$ cat config.mk
export PLATFORM = sky130hd
export DESIGN_NAME = div_result_reconstructor_flat
export DESIGN_NICKNAME = d
export VERILOG_FILES = /design/src/rtl/div_result_reconstructor_if.sv /design/src/rtl/div_result_reconstructor.sv /design/src/flat_wrapper.sv
export SDC_FILE = /design/constraint.sdc
export NUM_CORES = 1
export LEC_CHECK = 0
export BUFFER_PORTS_ARGS = -buffer_cell sky130_fd_sc_hd__buf_2
export CAP_MARGIN = 20
export CORE_MARGIN = 2
export CORE_UTILIZATION = 54
export CTS_CLUSTER_SIZE = 8
export DETAILED_ROUTE_END_ITERATION = 12
export GPL_ROUTABILITY_DRIVEN = 0
export GPL_TIMING_DRIVEN = 0
export HOLD_SLACK_MARGIN = 0.05
export PLACE_DENSITY_LB_ADDON = 0.15
export SYNTH_ARGS = -nofsm -noshare
export SYNTH_HDL_FRONTEND = slang
export SYNTH_SLANG_ARGS = --single-unit
export TNS_END_PERCENT = 30
$ cat constraint.sdc
create_clock -name clk -period 15.5 [get_ports clk]
set_input_delay 0 -clock clk [delete_from_list [all_inputs] [get_ports clk]]
set_output_delay 0 -clock clk [all_outputs]
set_load 0.05 [all_outputs]
$ cat src/rtl/div_result_reconstructor_if.sv
// ---------------------------------------------------------------------------
// div_result_reconstructor_if
// Handshake/data bundle for div_result_reconstructor.
//   in_valid/in_ready   : sample handshake (n, d, q, r)
//   out_valid/out_ready : result handshake (recon, abs_err, exact, d_zero)
//   err_sum/err_cnt     : running error statistics, present only when
//                         DIV_RECON_ERR_ACCUM_EN is defined
// Modports: master = sample producer / result consumer, slave = the block.
// ---------------------------------------------------------------------------
interface div_result_reconstructor_if #(
  parameter int DW = 8,
  parameter int RW = 2*DW+1
);
  logic            in_valid;
  logic            in_ready;
  logic [2*DW-1:0] n;
  logic [DW-1:0]   d;
  logic [DW-1:0]   q;
  logic [DW-1:0]   r;
  logic            out_valid;
  logic            out_ready;
  logic [RW-1:0]   recon;
  logic [RW-1:0]   abs_err;
  logic            exact;
  logic            d_zero;
`ifdef DIV_RECON_ERR_ACCUM_EN
  logic [31:0]     err_sum;
  logic [15:0]     err_cnt;
`endif

  modport master (
    output in_valid, n, d, q, r, out_ready,
    input  in_ready, out_valid, recon, abs_err, exact, d_zero
`ifdef DIV_RECON_ERR_ACCUM_EN
    , input err_sum, err_cnt
`endif
  );

  modport slave (
    input  in_valid, n, d, q, r, out_ready,
    output in_ready, out_valid, recon, abs_err, exact, d_zero
`ifdef DIV_RECON_ERR_ACCUM_EN
    , output err_sum, err_cnt
`endif
  );
endinterface

$ cat src/rtl/div_result_reconstructor.sv
// ---------------------------------------------------------------------------
// div_result_reconstructor
// Rebuilds a dividend from a divider result as q*d + r with a sequential
// shift-add multiplier (DW cycles), then reports the reconstruction, the
// absolute error against the original dividend n and an exact-match flag.
//
// Ports:
//   clk  : clock, rising edge
//   rst  : synchronous active-high reset
//   bus  : div_result_reconstructor_if.slave
//          in_valid/in_ready, n, d, q, r        - sample input
//          out_valid/out_ready, recon, abs_err,
//          exact, d_zero                        - result output
//
// Optional feature macro: DIV_RECON_ERR_ACCUM_EN
//   When defined, bus.err_sum (32b) and bus.err_cnt (16b) carry a saturating
//   running sum of abs_err and a count of delivered results.
// ---------------------------------------------------------------------------
module div_result_reconstructor #(
  parameter int DW = 8
) (
  input  logic                        clk,
  input  logic                        rst,
  div_result_reconstructor_if.slave   bus
);

  localparam int RW = 2*DW+1;
  localparam int CW = $clog2(DW+1);
  localparam logic [CW-1:0] CNT_LAST = CW'(DW-1);

  typedef enum logic [1:0] {
    IDLE = 2'd0,
    MUL  = 2'd1,
    DONE = 2'd2
  } state_t;

  // |a - b| on the reconstruction width
  function automatic logic [RW-1:0] abs_diff(input logic [RW-1:0] a,
                                             input logic [RW-1:0] b);
    if (a >= b) begin
      return a - b;
    end else begin
      return b - a;
    end
  endfunction

  state_t          state_r;
  state_t          state_nxt_s;
  logic            in_ready_s;
  logic            out_valid_s;

  logic [2*DW-1:0] n_r;
  logic [RW-1:0]   acc_r;
  logic [RW-1:0]   mcand_r;
  logic [DW-1:0]   shift_r;
  logic [CW-1:0]   cnt_r;
  logic [RW-1:0]   recon_r;
  logic [RW-1:0]   abs_err_r;
  logic            exact_r;
  logic            d_zero_r;

  logic [RW-1:0]   acc_add_s;
  logic [RW-1:0]   n_ext_s;

  // State register
  always_ff @(posedge clk) begin
    if (rst) begin
      state_r <= IDLE;
    end else begin
      state_r <= state_nxt_s;
    end
  end

  // Next-state logic
  always_comb begin
    state_nxt_s = state_r;
    case (state_r)
      IDLE: begin
        if (bus.in_valid) begin
          state_nxt_s = MUL;
        end else begin
          state_nxt_s = IDLE;
        end
      end
      MUL: begin
        if (cnt_r == CNT_LAST) begin
          state_nxt_s = DONE;
        end else begin
          state_nxt_s = MUL;
        end
      end
      DONE: begin
        if (bus.out_ready) begin
          state_nxt_s = IDLE;
        end else begin
          state_nxt_s = DONE;
        end
      end
      default: begin
        state_nxt_s = IDLE;
      end
    endcase
  end

  // Handshake outputs, decoded from the state register only
  always_comb begin
    in_ready_s  = 1'b0;
    out_valid_s = 1'b0;
    case (state_r)
      IDLE: begin
        in_ready_s  = 1'b1;
        out_valid_s = 1'b0;
      end
      MUL: begin
        in_ready_s  = 1'b0;
        out_valid_s = 1'b0;
      end
      DONE: begin
        in_ready_s  = 1'b0;
        out_valid_s = 1'b1;
      end
      default: begin
        in_ready_s  = 1'b0;
        out_valid_s = 1'b0;
      end
    endcase
  end

  // Accumulator value after the current multiplier step
  always_comb begin
    n_ext_s = {1'b0, n_r};
    if (shift_r[0]) begin
      acc_add_s = acc_r + mcand_r;
    end else begin
      acc_add_s = acc_r;
    end
  end

  // Datapath: capture on accept, shift-add during MUL, latch results on the
  // final step so DONE outputs come straight from registers
  always_ff @(posedge clk) begin
    if (rst) begin
      n_r       <= '0;
      acc_r     <= '0;
      mcand_r   <= '0;
      shift_r   <= '0;
      cnt_r     <= '0;
      recon_r   <= '0;
      abs_err_r <= '0;
      exact_r   <= 1'b0;
      d_zero_r  <= 1'b0;
    end else begin
      case (state_r)
        IDLE: begin
          if (bus.in_valid) begin
            n_r      <= bus.n;
            acc_r    <= RW'(bus.r);
            mcand_r  <= RW'(bus.d);
            shift_r  <= bus.q;
            cnt_r    <= '0;
            d_zero_r <= (bus.d == '0);
          end
        end
        MUL: begin
          acc_r   <= acc_add_s;
          mcand_r <= mcand_r << 1;
          shift_r <= shift_r >> 1;
          cnt_r   <= cnt_r + CW'(1);
          if (cnt_r == CNT_LAST) begin
            recon_r   <= acc_add_s;
            abs_err_r <= abs_diff(acc_add_s, n_ext_s);
            exact_r   <= (acc_add_s == n_ext_s);
          end
        end
        default: begin
          // DONE: everything holds until the result is taken
        end
      endcase
    end
  end

  assign bus.in_ready  = in_ready_s;
  assign bus.out_valid = out_valid_s;
  assign bus.recon     = recon_r;
  assign bus.abs_err   = abs_err_r;
  assign bus.exact     = exact_r;
  assign bus.d_zero    = d_zero_r;

`ifdef DIV_RECON_ERR_ACCUM_EN
  logic [31:0] err_sum_r;
  logic [15:0] err_cnt_r;
  logic [32:0] sum_wide_s;
  logic [16:0] cnt_wide_s;
  logic        take_s;

  // Saturating next values for the error statistics
  always_comb begin
    take_s     = out_valid_s & bus.out_ready;
    sum_wide_s = {1'b0, err_sum_r} + 33'(abs_err_r);
    cnt_wide_s = {1'b0, err_cnt_r} + 17'd1;
  end

  // Error statistics, advanced once per delivered result
  always_ff @(posedge clk) begin
    if (rst) begin
      err_sum_r <= 32'd0;
      err_cnt_r <= 16'd0;
    end else if (take_s) begin
      err_sum_r <= sum_wide_s[32] ? 32'hFFFF_FFFF : sum_wide_s[31:0];
      err_cnt_r <= cnt_wide_s[16] ? 16'hFFFF : cnt_wide_s[15:0];
    end
  end

  assign bus.err_sum = err_sum_r;
  assign bus.err_cnt = err_cnt_r;
`else
  // Error statistics not built in this configuration.
`endif

endmodule

$ cat src/flat_wrapper.sv
// flat-port wrapper written by rule: the top's interface ports become plain ports
module div_result_reconstructor_flat 
#(
  parameter int DW = 8
)
  (clk, rst, bus_in_valid, bus_n, bus_d, bus_q, bus_r, bus_out_ready, bus_in_ready, bus_out_valid, bus_recon, bus_abs_err, bus_exact, bus_d_zero);
  div_result_reconstructor_if #(.DW(DW)) bus_i ();
  input  logic clk;
  input  logic rst;
  input wire logic [$bits(bus_i.in_valid)-1:0] bus_in_valid;
  input wire logic [$bits(bus_i.n)-1:0] bus_n;
  input wire logic [$bits(bus_i.d)-1:0] bus_d;
  input wire logic [$bits(bus_i.q)-1:0] bus_q;
  input wire logic [$bits(bus_i.r)-1:0] bus_r;
  input wire logic [$bits(bus_i.out_ready)-1:0] bus_out_ready;
  output wire logic [$bits(bus_i.in_ready)-1:0] bus_in_ready;
  output wire logic [$bits(bus_i.out_valid)-1:0] bus_out_valid;
  output wire logic [$bits(bus_i.recon)-1:0] bus_recon;
  output wire logic [$bits(bus_i.abs_err)-1:0] bus_abs_err;
  output wire logic [$bits(bus_i.exact)-1:0] bus_exact;
  output wire logic [$bits(bus_i.d_zero)-1:0] bus_d_zero;
  assign bus_i.in_valid = bus_in_valid;
  assign bus_i.n = bus_n;
  assign bus_i.d = bus_d;
  assign bus_i.q = bus_q;
  assign bus_i.r = bus_r;
  assign bus_i.out_ready = bus_out_ready;
  assign bus_in_ready = bus_i.in_ready;
  assign bus_out_valid = bus_i.out_valid;
  assign bus_recon = bus_i.recon;
  assign bus_abs_err = bus_i.abs_err;
  assign bus_exact = bus_i.exact;
  assign bus_d_zero = bus_i.d_zero;
  div_result_reconstructor #(.DW(DW)) u_core (.clk(clk), .rst(rst), .bus(bus_i));
endmodule
# == Word level (Yosys, flattened, before mapping) ==
# Index checks and enable logic that the tools add are counted.
# word_totals
register_bits,100
latch_bits,0
ram_bits,0
rom_bits,0
inputBits,44
out_inout_bits,38
word_cells,42
mem_count,0
# classes
addsub,4
n_mul,0
div_mod_pow,0
order_cmp,1
n_eq_ne,5
n_shift,0
muxes,16
bitwise_logic,0
reduce_logical,6
# ops
operator,n
2-to-1 mux 17 bit,4
case mux 17 bit (2 select lines),2
adder 17 bit,1
equality test 17 x 16 -> 1 bit,1
>= comparator 17 x 16 -> 1 bit,1
subtractor 16 x 17 -> 17 bit,1
subtractor 17 x 16 -> 17 bit,1
case mux 8 bit (2 select lines),1
logical NOT 8 bit,1
2-to-1 mux 8 bit,1
case mux 4 bit (2 select lines),1
case mux 2 bit (3 select lines),1
AND reduction 2 bit,3
"adder 4 x 1 -> 4 bit, second input constant",1
"equality test 4 x 3 -> 1 bit, second input constant",1
2-to-1 mux 2 bit,2
2-to-1 mux 4 bit,1
2-to-1 mux 1 bit,3
"equality test 2 x 1 -> 1 bit, second input constant",1
"equality test 2 bit, second input constant",1
logical NOT 2 bit,1
"!= test 2 bit, second input constant",1
nonzero test 2 bit,1

# == Depth between registers and ports, before layout ==
# logic_depth
ltp_word,4
ltp_mapped,25
ltp_nobuf,22

# == Worst setup path before layout ==
# No wires, ideal clock.
# synth_path
path_kind,register -> register
from,register u_core.mcand_r[1]
to,register u_core.abs_err_r[15] (netlist: u_core.bus.abs_err[15])
setup_ps,74
arrival_ps,5183
t_required_ps,15426
slack_ps,10243
stages_incl_launch_ff,24
path_buffers,2
period_less_slack_ps,5257
path_cell_list,dfxtp_1 > ha_1 > a21o_1 > a21oi_1 > o21bai_1 > a2111oi_0 > o41ai_1 > a2111o_1 > a31oi_1 > xnor2_1 > nand2_1 > nand2_1 > ha_1 > clkbuf_1 > and4_1 > nand3_4 > nor4_2 > or3_1 > a31o_1 > nor3_2 > buf_6 > mux2_2 > or3_1 > a31oi_1
# synth_via
elab_chain_cells,4
word_cells_on_any_way,6
classes_between,add/sub (3); order compare (1); mux (2)
# synth_rtl
item,line,rtl
start: declaration,div_result_reconstructor.sv:54,logic [RW-1:0] mcand_r;
start signal: assignment,div_result_reconstructor.sv:158,mcand_r <= RW'(bus.d);
start signal: assignment,div_result_reconstructor.sv:166,mcand_r <= mcand_r << 1;
adder 17 bit *,div_result_reconstructor.sv:133,acc_add_s = acc_r + mcand_r;
2-to-1 mux 17 bit *,div_result_reconstructor.sv:132,if (shift_r[0]) begin
via u_core.acc_add_s[13],div_result_reconstructor.sv:62,logic [RW-1:0] acc_add_s;
"subtractor 16 x 17 -> 17 bit, or another cell as far along",div_result_reconstructor.sv:43,return b - a;
2-to-1 mux 17 bit *,div_result_reconstructor.sv:40,if (a >= b) begin
end signal: assignment,div_result_reconstructor.sv:171,"abs_err_r <= abs_diff(acc_add_s, n_ext_s);"
end: declaration,div_result_reconstructor.sv:58,logic [RW-1:0] abs_err_r;
# Mark *: on every way through the listed nets, which the timed path passes. The rest lies on a longest branch.
# A chain may end at the register's enable or synchronous reset.

# == Final worst setup path ==
# layout_path
from,register u_core.mcand_r[1]
to,register u_core.abs_err_r[4] (netlist: u_core.bus.abs_err[4])
# layout_via
elab_chain_cells,4
word_cells_on_any_way,6
classes_between,add/sub (3); order compare (1); mux (2)
# layout_rtl
item,line
adder 17 bit,div_result_reconstructor.sv:133
2-to-1 mux 17 bit,div_result_reconstructor.sv:132
via u_core.acc_add_s[13],div_result_reconstructor.sv:62
>= comparator 17 x 16 -> 1 bit,div_result_reconstructor.sv:40
2-to-1 mux 17 bit,div_result_reconstructor.sv:40
# The timed path passes the listed nets, and every way through them passes these cells.

==> out/metrics.yaml <==
run_status:
  status: "finished, final reports clean"
detailed_routing:
  drc: 0
  vias: 6462
  routed_wl_um: 19100
  vias_per_cell: 5.96
  drt-wirelength-per-cell_um: 17.7
  drt_iter0_drc: 540
  drtAntennaViolNets: 0
  first_pass_iters: 5
cells_and_area:
  n_antenna_cell: 0
  fin_util: 0.666
  syn2layout_area_growth_pct: 21.4
  stdcell_area_um2: 7580
  drive_gt1_frac: 0.119
  final_cells: 1084
  fin_nets: 1033
power:
  p_leak_nw: 3.32
  ir_drop_uv: 103
  powerDensity_nw_per_um2: 101
worst_setup_path:
  path_class: "reg2reg"
  required_ps: 15720
  cp-end-kind: "flop"
  start_kind: "flop"
  cp_max_fo: 10
  regToRegSetupSlack_ps: 9260
  crit_arrival_ps: 6460
yosys:
  synth_seq_cells: 100
  yosysWarnings: 0
  synth-edff-count: 0
  avgSynthCellArea_um2: 7.75
  synth_nets: 901
  synth-seq-area-share: 0.321
  syn-cell-area_um2: 6240
  postSynthCellCount: 805
  synth_async_sr_flop_share: 0
  synthFlopType: "dfxtp_1"
  synth_cell_types: 64
placement:
  dpl-instance-area_um2: 6820
  hpwl_um: 14000
  placed_cells: 1028
  portBuffers: 80
sta:
  clock-skew-final_ps: 9.34
  hold_viol: 0
  min_period_ps: 6240
  worstMarginPinSlew_ps: 708
  post-route-period-util: 0.403
  setup_viol: 0
  fin_setup_tns_ps: 0
  rsz0062_at_grt: "no"
  final-max-slew-violation-count: 0
  relSlewSlack: 0.522
  fmaxAchievable_mhz: 160
min_path:
  hold_path_class: "in2reg"
cts:
  clock_latency_ps: 360
  cts_made_buffers: 9
  post_cts_buffers: 0
  clk_pin_slew_ps: 70
  tritoncts: "done"
  cts_root_buf: "clkbuf_16"
  cts_max_level: 3
  numClockSinks: 100
  cts_buffer_depth: 2
floorplan:
  dieArea_um2: 12400
  core-area_um2: 11400
  die_y_um: 111
  rows: 39
  floorplan.initialDensity: 0.549
  die_w_um: 111
  io_pins: 82
global_route:
  grt_pass1_wl_um: 30800
  antenna_found_initial: 0
  grt_max_degree: 17
  grt_pass1_vias: 6165
  grt_util_all_layers: 0.309
  grt-ovfl-total: 0
flow_run:
  cap_viol_max_count: 0
-- power breakdown --
part	internal [mW]	switching (mW)	total (mW)
Sequential	0.266	0.00773	0.273
Combinational	0.0905	0.133	0.223
Clock	0.162	0.106	0.268
Total	0.518	0.246	0.765
-- through the flow --
stage,power [mW],setup WS [ps],hold WS [ps]
finish,0.765,9260,155
global route,0.798,8730,158
CTS,0.759,9380,153
detailed placement,0.487,9410,247
global placement,0.482,9550,239
floorplan,0.436,10240,136
-- repair_timing --
| action | in CTS | in global routing |
|---|---|---|
| hold buffers | 41 | 0 |
| endpoints found under the hold margin | 42 | 0 |
| endpoints found under the setup margin | 0 | 0 |
| resized for setup | 0 | 0 |
-- registers in the layout (all words and copies together), names as in the netlist --
register            count
u_core.acc_r           17
u_core.bus.abs_err     17
u_core.bus.recon       17
u_core.mcand_r         17
u_core.n_r             16
u_core.shift_r          8
u_core.cnt_r            4
u_core.state_r          2
u_core.bus.d_zero       1
u_core.bus.exact        1
-- layer usage --
metal	vias to the layer above	global-route usage	share of wire
li1	3096	-	-
met1	3050	0.383	0.41
met2	277	0.535	0.49
met3	39	0.0637	0.074
met4	0	0.109	0.024
met5	-	0	0
-- synth_stat cells (5+ instances only) --
cell type | number | share of area
and3_1 | 6 | 0.0060
o211ai_1 | 5 | 0.0060
a221oi_1 | 7 | 0.0098
o21ai_0 | 32 | 0.026
nand2_1 | 87 | 0.052
a21o_1 | 7 | 0.0084
ha_1 | 49 | 0.098
xor2_1 | 5 | 0.0070
nand3_1 | 36 | 0.029
a211oi_1 | 19 | 0.023
xnor2_1 | 16 | 0.022
dfxtp_1 | 100 | 0.32
o21a_1 | 6 | 0.0072
nor3_1 | 18 | 0.014
inv_1 | 47 | 0.028
and2_1 | 6 | 0.0060
o21bai_1 | 6 | 0.0072
mux2i_1 | 25 | 0.040
a22oi_1 | 12 | 0.014
nor2_1 | 86 | 0.052
nand2b_1 | 10 | 0.010
buf_1 | 7 | 0.0042
a31oi_1 | 11 | 0.011
clkbuf_1 | 42 | 0.025
a21oi_1 | 90 | 0.072
nand4_1 | 6 | 0.0060
-- cell usage in the layout (no fill, tap or decap), types with 7 or more instances in the layout --
master         synthesis  final
a31oi_1               11     11
a22oi_1               12     12
clkbuf_1              42     42
inv_1                 47     47
clkbuf_16              0      9
nand2b_1              10     10
a21o_1                 7      7
a221oi_1               7      7
a21oi_1               90     90
nor3_1                18     18
nor2_1                86     86
a211oi_1              19     19
xnor2_1               16     16
nand2_1               87     87
dlygate4sd3_1          0     41
mux2i_1               25     25
o21ai_0               32     32
ha_1                  49     49
buf_1                  7      7
dfxtp_1              100    100
nand3_1               36     36
buf_2                  1     81
-- worst paths after layout --
check	start	to	cells past startpoint
setup / recovery	u_core.mcand_r[1]	u_core.bus.abs_err[4]	24
setup reg to reg	u_core.mcand_r[1]	u_core.bus.abs_err[4]	24
hold reg to reg	u_core.shift_r[4]	u_core.shift_r[4]	2
hold / removal	rst	u_core.acc_r[13]	3
-- final cells by class --
type | count | area, µm²
Timing Repair Buffer | 121 | 811
Sequential cell | 100 | 2000
Tap cell | 143 | 179
Multi-Input combinational cell | 603 | 3820
Inverter | 47 | 176
Clock buffer | 10 | 239
Fill cell | 977 | 3790
Buffer | 55 | 241
Clock inverter | 5 | 108
-- worst max-delay path, stage by stage, from the launching register on --
cell,delay [ps]
dfxtp_1,430
ha_1,270
a21o_1,150
a21oi_1,250
o21bai_1,130
a2111oi_0,610
o41ai_1,250
a2111o_1,450
a31oi_1,210
xnor2_1,190
nand2_1,120
nand2_1,130
ha_1,230
clkbuf_1,200
and4_1,230
nand3_4,100
nor4_2,60
or3_1,370
a31o_1,240
nor3_2,310
buf_6,220
buf_4,230
mux2i_1,360
mux2i_1,260
a31oi_1,100
-- logic make-up after synthesis --
| logic type | after synthesis | share of synthesized area |
|---|---|---|
| AO/OA/AOI/OAI | 223 | 0.224 |
| XOR/XNOR | 21 | 0.0295 |
| adder cells (fa/ha/maj) | 52 | 0.108 |
| buffers and inverters | 102 | 0.0670 |
| flip-flops | 100 | 0.321 |
| multiplexers | 26 | 0.0419 |
| AND/OR/NAND/NOR | 281 | 0.209 |
Note: power is estimated with default switching activity, not from simulation.
